--- src/rtl/instruction_fetch_unit_if.sv ---
// Fetch-unit bus bundle: instruction ROM read port, decode-side handshake and redirect.
// master is the fetch unit's view; slave is the ROM/decode/branch environment.
interface instruction_fetch_unit_if #(
    parameter int unsigned ROM_ADDR_W = 6
);
    logic                  rom_en_o;
    logic [ROM_ADDR_W-1:0] rom_addr_o;
    logic [31:0]           rom_data_i;
    logic                  instr_valid_o;
    logic                  instr_ready_i;
    logic [31:0]           instr_o;
    logic [5:0]            op_o;
    logic [31:0]           pc_o;
    logic [31:0]           pc_plus4_o;
    logic                  redirect_i;
    logic [31:0]           redirect_pc_i;
    logic                  misalign_o;

    modport master (
        output rom_en_o, rom_addr_o, instr_valid_o, instr_o, op_o,
               pc_o, pc_plus4_o, misalign_o,
        input  rom_data_i, instr_ready_i, redirect_i, redirect_pc_i
    );

    modport slave (
        input  rom_en_o, rom_addr_o, instr_valid_o, instr_o, op_o,
               pc_o, pc_plus4_o, misalign_o,
        output rom_data_i, instr_ready_i, redirect_i, redirect_pc_i
    );
endinterface

--- src/rtl/instruction_fetch_unit.sv ---
// MIPS fetch front end: issues ROM word reads, buffers returns in a 2-entry FIFO,
// and presents them to decode with valid/ready; redirects flush queue and in-flight read.
module instruction_fetch_unit #(
    parameter logic [31:0] RESET_PC   = 32'h0040_0000,
    parameter int unsigned ROM_ADDR_W = 6
) (
    input  logic                      clk,
    input  logic                      reset,
    instruction_fetch_unit_if.master  bus
);
    logic [31:0] r_fetch_pc;
    logic        r_inflight;
    logic [31:0] r_inflight_pc;
    logic [31:0] r_fifo_instr [2];
    logic [31:0] r_fifo_pc    [2];
    logic        r_head;
    logic [1:0]  r_count;
    logic        r_misalign;

    logic        w_valid;
    logic        w_pop;
    logic        w_push;
    logic        w_issue;
    logic        w_tail;
    logic [2:0]  w_occupancy;
    logic [31:0] w_head_instr;

    assign w_valid     = (r_count != 2'd0);
    assign w_pop       = w_valid & bus.instr_ready_i;
    assign w_occupancy = {1'b0, r_count} + {2'b0, r_inflight} - {2'b0, w_pop};
    // Issue only when every outstanding read is guaranteed a free slot on return.
    assign w_issue     = ~reset & ~bus.redirect_i & (w_occupancy < 3'd2);
    assign w_push      = r_inflight & ~bus.redirect_i;
    assign w_tail      = r_head ^ r_count[0];

    always_ff @(posedge clk) begin
        if (reset) begin
            r_fetch_pc      <= RESET_PC;
            r_inflight      <= 1'b0;
            r_inflight_pc   <= RESET_PC;
            r_fifo_instr[0] <= '0;
            r_fifo_instr[1] <= '0;
            r_fifo_pc[0]    <= RESET_PC;
            r_fifo_pc[1]    <= RESET_PC;
            r_head          <= 1'b0;
            r_count         <= 2'd0;
            r_misalign      <= 1'b0;
        end else begin
            r_misalign <= bus.redirect_i & (bus.redirect_pc_i[1:0] != 2'b00);
            if (bus.redirect_i) begin
                r_fetch_pc <= {bus.redirect_pc_i[31:2], 2'b00};
                r_inflight <= 1'b0;
                r_head     <= 1'b0;
                r_count    <= 2'd0;
            end else begin
                if (w_push) begin
                    r_fifo_instr[w_tail] <= bus.rom_data_i;
                    r_fifo_pc[w_tail]    <= r_inflight_pc;
                end
                if (w_pop) begin
                    r_head <= ~r_head;
                end
                r_count    <= r_count + {1'b0, w_push} - {1'b0, w_pop};
                r_inflight <= w_issue;
                if (w_issue) begin
                    r_inflight_pc <= r_fetch_pc;
                    r_fetch_pc    <= r_fetch_pc + 32'd4;
                end
            end
        end
    end

    // fetch_pc and RESET_PC are word aligned, so the offset slice needs no borrow from bits [1:0].
    assign bus.rom_en_o   = w_issue;
    assign bus.rom_addr_o = r_fetch_pc[ROM_ADDR_W+1:2] - RESET_PC[ROM_ADDR_W+1:2];

    assign w_head_instr      = r_fifo_instr[r_head];
    assign bus.instr_valid_o = w_valid;
    assign bus.instr_o       = w_valid ? w_head_instr : '0;
    assign bus.op_o          = w_valid ? w_head_instr[31:26] : '0;
    assign bus.pc_o          = r_fifo_pc[r_head];
    assign bus.pc_plus4_o    = r_fifo_pc[r_head] + 32'd4;
    assign bus.misalign_o    = r_misalign;
endmodule
--- src/flat_wrapper.sv ---
// flat-port wrapper written by rule: the top's interface ports become plain ports
module instruction_fetch_unit_flat 
#(
    parameter logic [31:0] RESET_PC   = 32'h0040_0000,
    parameter int unsigned ROM_ADDR_W = 6
)
  (clk, reset, bus_rom_en_o, bus_rom_addr_o, bus_instr_valid_o, bus_instr_o, bus_op_o, bus_pc_o, bus_pc_plus4_o, bus_misalign_o, bus_rom_data_i, bus_instr_ready_i, bus_redirect_i, bus_redirect_pc_i);
  instruction_fetch_unit_if #(.ROM_ADDR_W(ROM_ADDR_W)) bus_i ();
  input  logic clk;
  input  logic reset;
  output wire logic [$bits(bus_i.rom_en_o)-1:0] bus_rom_en_o;
  output wire logic [$bits(bus_i.rom_addr_o)-1:0] bus_rom_addr_o;
  output wire logic [$bits(bus_i.instr_valid_o)-1:0] bus_instr_valid_o;
  output wire logic [$bits(bus_i.instr_o)-1:0] bus_instr_o;
  output wire logic [$bits(bus_i.op_o)-1:0] bus_op_o;
  output wire logic [$bits(bus_i.pc_o)-1:0] bus_pc_o;
  output wire logic [$bits(bus_i.pc_plus4_o)-1:0] bus_pc_plus4_o;
  output wire logic [$bits(bus_i.misalign_o)-1:0] bus_misalign_o;
  input wire logic [$bits(bus_i.rom_data_i)-1:0] bus_rom_data_i;
  input wire logic [$bits(bus_i.instr_ready_i)-1:0] bus_instr_ready_i;
  input wire logic [$bits(bus_i.redirect_i)-1:0] bus_redirect_i;
  input wire logic [$bits(bus_i.redirect_pc_i)-1:0] bus_redirect_pc_i;
  assign bus_rom_en_o = bus_i.rom_en_o;
  assign bus_rom_addr_o = bus_i.rom_addr_o;
  assign bus_instr_valid_o = bus_i.instr_valid_o;
  assign bus_instr_o = bus_i.instr_o;
  assign bus_op_o = bus_i.op_o;
  assign bus_pc_o = bus_i.pc_o;
  assign bus_pc_plus4_o = bus_i.pc_plus4_o;
  assign bus_misalign_o = bus_i.misalign_o;
  assign bus_i.rom_data_i = bus_rom_data_i;
  assign bus_i.instr_ready_i = bus_instr_ready_i;
  assign bus_i.redirect_i = bus_redirect_i;
  assign bus_i.redirect_pc_i = bus_redirect_pc_i;
  instruction_fetch_unit #(.RESET_PC(RESET_PC), .ROM_ADDR_W(ROM_ADDR_W)) u_core (.clk(clk), .reset(reset), .bus(bus_i));
endmodule
--- config.mk ---
export PLATFORM = sky130hd
export DESIGN_NAME = instruction_fetch_unit_flat
export DESIGN_NICKNAME = d
export VERILOG_FILES = /design/src/rtl/instruction_fetch_unit_if.sv /design/src/rtl/instruction_fetch_unit.sv /design/src/flat_wrapper.sv
export SDC_FILE = /design/constraint.sdc
export NUM_CORES = 1
export LEC_CHECK = 0
export CAP_MARGIN = 10
export CORE_ASPECT_RATIO = 1.5
export CORE_MARGIN = 4
export CORE_UTILIZATION = 50
export DETAILED_ROUTE_END_ITERATION = 8
export HOLD_SLACK_MARGIN = 0.06
export PLACE_DENSITY = 0.78
export SYNTH_ARGS = -nofsm -noshare
export SYNTH_HDL_FRONTEND = slang
export SYNTH_SLANG_ARGS = --single-unit
--- constraint.sdc ---
create_clock -name clk -period 14.1 [get_ports clk]
set_input_delay 4.23 -clock clk [delete_from_list [all_inputs] [get_ports clk]]
set_output_delay 4.23 -clock clk [all_outputs]
set_load 0.01 [all_outputs]
== Word level (Yosys, flattened, before mapping) ==
Memory sizes are Yosys's and may differ from the RTL's. A register that Yosys moved wholly into a read port is not among the register bits.
Index checks and enable logic that the tools add are counted.

* Equal/unequal tests: 0
* Shifts and indexed selects: 0
* Mux-type cells: 20
* Multiply operators: 0
* $add $sub $neg: 6
* Bitwise logic cells: 9
* Reductions and logical operators: 7
* Divide/modulo/power cells: 0
* Order comparisons: 1

{| class="wikitable"
|+ Operators with widths
! operator !! count
|-
| 32-bit 2-to-1 mux || 5
|-
| 32-bit by 3-bit adder with 32-bit output (second input constant) || 2
|-
| 32-bit OR reduction || 2
|-
| 1-bit 2-to-1 mux || 14
|-
| 6-bit 2-to-1 mux || 1
|-
| 2-bit nonzero test || 3
|-
| 1-bit AND || 5
|-
| 2-bit by 1-bit adder with 3-bit output || 1
|-
| 3-bit by 2-bit less-than comparator with 1-bit output (second input constant) || 1
|-
| 1-bit inverter || 3
|-
| 3-bit by 1-bit subtractor with 3-bit output || 1
|-
| 2-bit by 1-bit adder with 2-bit output || 1
|-
| 2-bit AND reduction || 1
|-
| 2-bit OR reduction || 1
|-
| 2-bit by 1-bit subtractor with 2-bit output || 1
|-
| 1-bit bitwise XOR || 1
|}

* Bits in registers: 69
* Memory bits (writable): 128
* Input bits: 68
* Bits in latches: 0
* Word-level logic and storage cells: 52
* Memories: 2
* Memory bits (read-only): 0

{| class="wikitable"
|+ Memory list
! name !! depth !! bits a word !! rd ports !! clocked after memory_dff !! wr ports !! line !! source
|-
| u_core.r_fifo_instr || 2 || 32 || 1 || 1 || 2 || instruction_fetch_unit.sv:14 || <nowiki>logic [31:0] r_fifo_instr [2];</nowiki>
|-
| u_core.r_fifo_pc || 2 || 32 || 1 || 1 || 2 || instruction_fetch_unit.sv:15 || <nowiki>logic [31:0] r_fifo_pc [2];</nowiki>
|}

== Longest topological paths before layout ==
* Word-level depth: 8
* Mapped depth: 12
* Depth with buffers taken out: 12

== Worst setup path after synthesis ==
OpenSTA, ideal clock, no wires.

* Path kind: in2out
* Start point: input bus_instr_ready_i
* End point: output bus_rom_en_o
* Stages on the path: 8
* Required time: 9.870 ns
* Data arrival time: 6.399 ns
* Buffers on the path: 1
* Setup slack: 3.471 ns
* Path through: and2_1 > ha_1 > nand2b_1 > fa_1 > xnor2_1 > nand3_1 > inv_1 > buf_1

* Cells in the longest elaborated chain, start to end: 4

{| class="wikitable"
|+ Ends and longest elaborated chain
! item !! line !! source
|-
| start, declared || flat_wrapper.sv:20 || <nowiki>input wire logic [$bits(bus_i.instr_ready_i)-1:0] bus_instr_ready_i;</nowiki>
|-
| 1-bit AND || instruction_fetch_unit.sv:29 || <nowiki>assign w_pop = w_valid & bus.instr_ready_i;</nowiki>
|-
| 3-bit by 1-bit subtractor with 3-bit output || instruction_fetch_unit.sv:30 || <nowiki>assign w_occupancy = {1'b0, r_count} + {2'b0, r_inflight} - {2'b0, w_pop};</nowiki>
|-
| 3-bit by 2-bit less-than comparator with 1-bit output || instruction_fetch_unit.sv:32 || <nowiki>assign w_issue = ~reset & ~bus.redirect_i & (w_occupancy < 3'd2);</nowiki>
|-
| 1-bit AND || instruction_fetch_unit.sv:32 ||
|-
| end, declared || flat_wrapper.sv:11 || <nowiki>output wire logic [$bits(bus_i.rom_en_o)-1:0] bus_rom_en_o;</nowiki>
|}

Every way passes these cells.

== Final worst setup path ==
* Start point: input bus_instr_ready_i
* End point: output bus_rom_en_o

* Cells in the longest elaborated chain, start to end: 4

{| class="wikitable"
|+ Ends and longest elaborated chain
! item !! line !! source
|-
| 1-bit AND || instruction_fetch_unit.sv:29 ||
|-
| via u_core.w_pop || instruction_fetch_unit.sv:21 || <nowiki>logic w_pop;</nowiki>
|-
| 3-bit by 1-bit subtractor with 3-bit output || instruction_fetch_unit.sv:30 ||
|-
| 3-bit by 2-bit less-than comparator with 1-bit output || instruction_fetch_unit.sv:32 ||
|-
| 1-bit AND || instruction_fetch_unit.sv:32 ||
|}

The timed path passes the listed nets, and every way through them passes these cells.

==> qor.csv <==
stage;metric;value;unit
run_status;outcome;complete, no violations;
sta;setup_ws;2530;ps
sta;tightest_slew;841;ps
routing;wl_met3;804;um
routing;drt-met1-wl;8300;um
clock_network;clock_path_buffers;2;
floorplan;io_pins;179;
clock_network;hold_buffers;0;
power;cellLeakagePower;0.00412;uW
routing;ant_nets;0;
power;sequentialPowerShare;50.0;%
routing;drt_iter0_markers;401;
setup_path;path_max_fanout;32;
floorplan;die_area;20600;um2
sta;finalHoldViolations;0;
routing;vias;6809;
clock_network;cts_setup_buffers;0;
logic_synthesis;synth-seq-area-share;55.0;%
floorplan;row_count;60;
floorplan;die_x;119;um
floorplan;start_util;50.9;%
setup_path;startpoint;bus_instr_ready_i;
power;switching_share;22.9;%
setup_path;worstSetupStartpointType;input pin;
clock_network;cts_root_buf;clkbuf_16;
setup_path;reg2reg_from;u_core.r_count[1];
logic_synthesis;yosys.area.top_type;edfxtp_1;
cells_and_area;drive_gt1_share;7.14;%
min_path;worstHoldPathType;reg2reg;
placed_design;hpwl;14300;um
logic_synthesis;syn-cell-area;9180;um2
power;p_clk_share;40.6;%
placed_design;pre_cts_ws;2560;ps
sta;period_share;82.1;%
power;internal_power;976;uW
logic_synthesis;synth_area_per_cell;10.4;um2
floorplan;die_y;174;um
global_route;grt_max_degree;68;
routing;dr.pass1.iters;5;
global_route;grt_pass1_vias;6571;
clock_network;clkLatencyLatePin;420;ps
floorplan;core;18000;um2
cells_and_area;num_antenna_cells;0;
clock_network;clock_sinks;190;
setup_path;crit_type;in2out;
sta;max_freq;86.4;MHz
sta;slew_violations;0;
logic_synthesis;async_flop_share;0;%
setup_path;cp-end-kind;primary output;
logic_synthesis;synth-edff-count;124;
power;combinationalPowerShare;9.4;%
clock_network;cts_resized;0;
routing;drt_drc_violations_left;0;
logic_synthesis;yosys_register_bits;190;
sta;rsz0062_at_grt;no;
cells_and_area;nets;1097;
sta;finClkSkew;9.43;ps
placed_design;portBuffers;174;
global_route;track_usage;19.9;%
routing;avgViaCountPerCell;5.43;
cells_and_area;register_area;5050;um2
clock_network;cts_tree;done;
global_route;antenna_found_initial;0;
clock_network;clkTransAtPathRegs;70;ps
routing;wl;20700;um
sta;whs;462;ps
sta;finalCriticalPeriod;11570;ps
cells_and_area;multi_input_area;3790;um2
logic_synthesis;yosys-top-cells-area;edfxtp_1 (41%), dfxtp_1 (14%), and2_1 (8.6%);
clock_network;cts_max_level;4;
routing;wl_met2;10900;um
setup_path;crit_arrival;7340;ps
logic_synthesis;synth_commonest_cells;and2_1 (126), edfxtp_1 (124), nand2_1 (102);
setup_path;critical_path_required;9870;ps
min_path;hp-start;u_core.r_inflight_pc[4];
job;drv_cap;0;
power;power.net_switching;289;uW
power;power_density;109;nW/um2
logic_synthesis;synthCells;878;
logic_synthesis;yosys.cell_count.top_type;and2_1;
logic_synthesis;synth_top_area_share;40.6;%
sta;setup_violations;0;
routing;drt-wirelength-per-cell;16.5;um
global_route;globalRoute.totalOverflow;0;
power;vdd_drop_max;0.0744;mV
logic_synthesis;synth_ff_type;edfxtp_1;
sta;relSlewSlack;43.9;%
logic_synthesis;ys_types;52;
clock_network;cts_inserted_buffers;17;
placed_design;gp_congestion;0.831;
cells_and_area;n_fill_cell;1424;
routing;highest_layer;met4;
sta;fin_tns_setup;0;ps
logic_synthesis;yosysWarnings;0;
global_route;grt_pass1_wl;33200;um
cells_and_area;areaGrowthSynthToFinish;26.9;%
## final timing paths
| check | slack [ps] | cells past startpoint | endpoint |
|---|---|---|---|
| max | 2530 | 10 | bus_rom_en_o |
| min | 460 | 2 | u_core.r_inflight_pc[4] |
| max reg2reg | 10200 | 11 | u_core.r_fetch_pc[27] |
| min reg2reg | 460 | 2 | u_core.r_inflight_pc[4] |
## critical path: stages
cell,delay [ps]
clkdlybuf4s50_1,440
and2_1,190
ha_1,250
nand2b_1,150
fa_1,380
xnor2_1,520
nand3_1,180
inv_1,80
buf_4,290
clkdlybuf4s50_1,620
## cells by family after synthesis
group,share of synthesized area [%]
other,0.0409
adder cells (fa/ha/maj),0.900
multiplexers,6.57
buffers and inverters,4.06
XOR/XNOR,4.39
AND/OR/NAND/NOR,22.5
AO/OA/AOI/OAI,6.53
flip-flops,55.0
## cells in the final DEF (no fill, tap or decap), types with 10 or more instances in the layout
cell             synthesis  routed
nand3_1                 26      26
edfxtp_1               124     124
buf_4                   16      11
inv_1                   19      19
mux2i_1                 40      40
xor2_1                  15      15
clkbuf_16                0      17
mux2_2                  18      18
nand4_1                 13      13
and2_1                 126     126
dfxtp_1                 66      65
nor3_1                  13      13
nand2_1                102     102
a211oi_1                11      11
a21oi_1                 50      50
xnor2_1                 31      31
nor4_1                  10      10
or3_1                   10      10
nor2_1                  66      63
clkdlybuf4s50_1          0     173
## state kept, by name (all words and copies together), names as in the netlist, named ones only
register,flops
u_core.r_fetch_pc,30
u_core.bus.misalign_o,1
u_core.r_inflight,1
u_core.r_fifo_instr,64
u_core.r_head,1
u_core.r_fifo_pc,60
u_core.r_inflight_pc,30
u_core.r_count,2
## routing by layer
metal / vias to the layer above / track usage (%)
li1: 3344 / -
met1: 3250 / 22.5
met2: 181 / 36.3
met3: 34 / 3.32
met4: 0 / 8.89
met5: - / 0
## per-stage QoR
| stage | util (%) | std cells | instance area (um2) | total power (uW) |
|---|---|---|---|---|
| 3_3_place_gp | 61.1 | 1221 | 11000 | 763 |
| 6_report | 64.6 | 1253 | 11600 | 1270 |
| 3_5_place_dp | 61.1 | 1221 | 11000 | 766 |
| 4_1_cts | 64.6 | 1253 | 11600 | 1270 |
| 5_1_grt | 64.6 | 1253 | 11600 | 1310 |
| 2_1_floorplan | - | 881 | 9190 | 703 |
## power by group through the flow
stage | logic, uW | registers (uW) | clock network (uW)
after floorplan | 62.6 | 640 | 0
final | 119 | 633 | 513
after global routing | 130 | 636 | 545
after CTS | 121 | 633 | 521
after detailed placement | 120 | 646 | 0
after global placement | 119 | 644 | 0
## area by class of cell
| cell class | instances | share of cell area [%] |
|---|---|---|
| clock buffer | 20 | 4.01 |
| clock inverter | 12 | 1.48 |
| inverter | 20 | 0.645 |
| multi-input combinational | 609 | 32.5 |
| sequential | 190 | 43.4 |
| tap | 217 | 2.33 |
| timing repair buffer | 185 | 15.6 |
No activity file was read; power rests on OpenSTA's default activity.
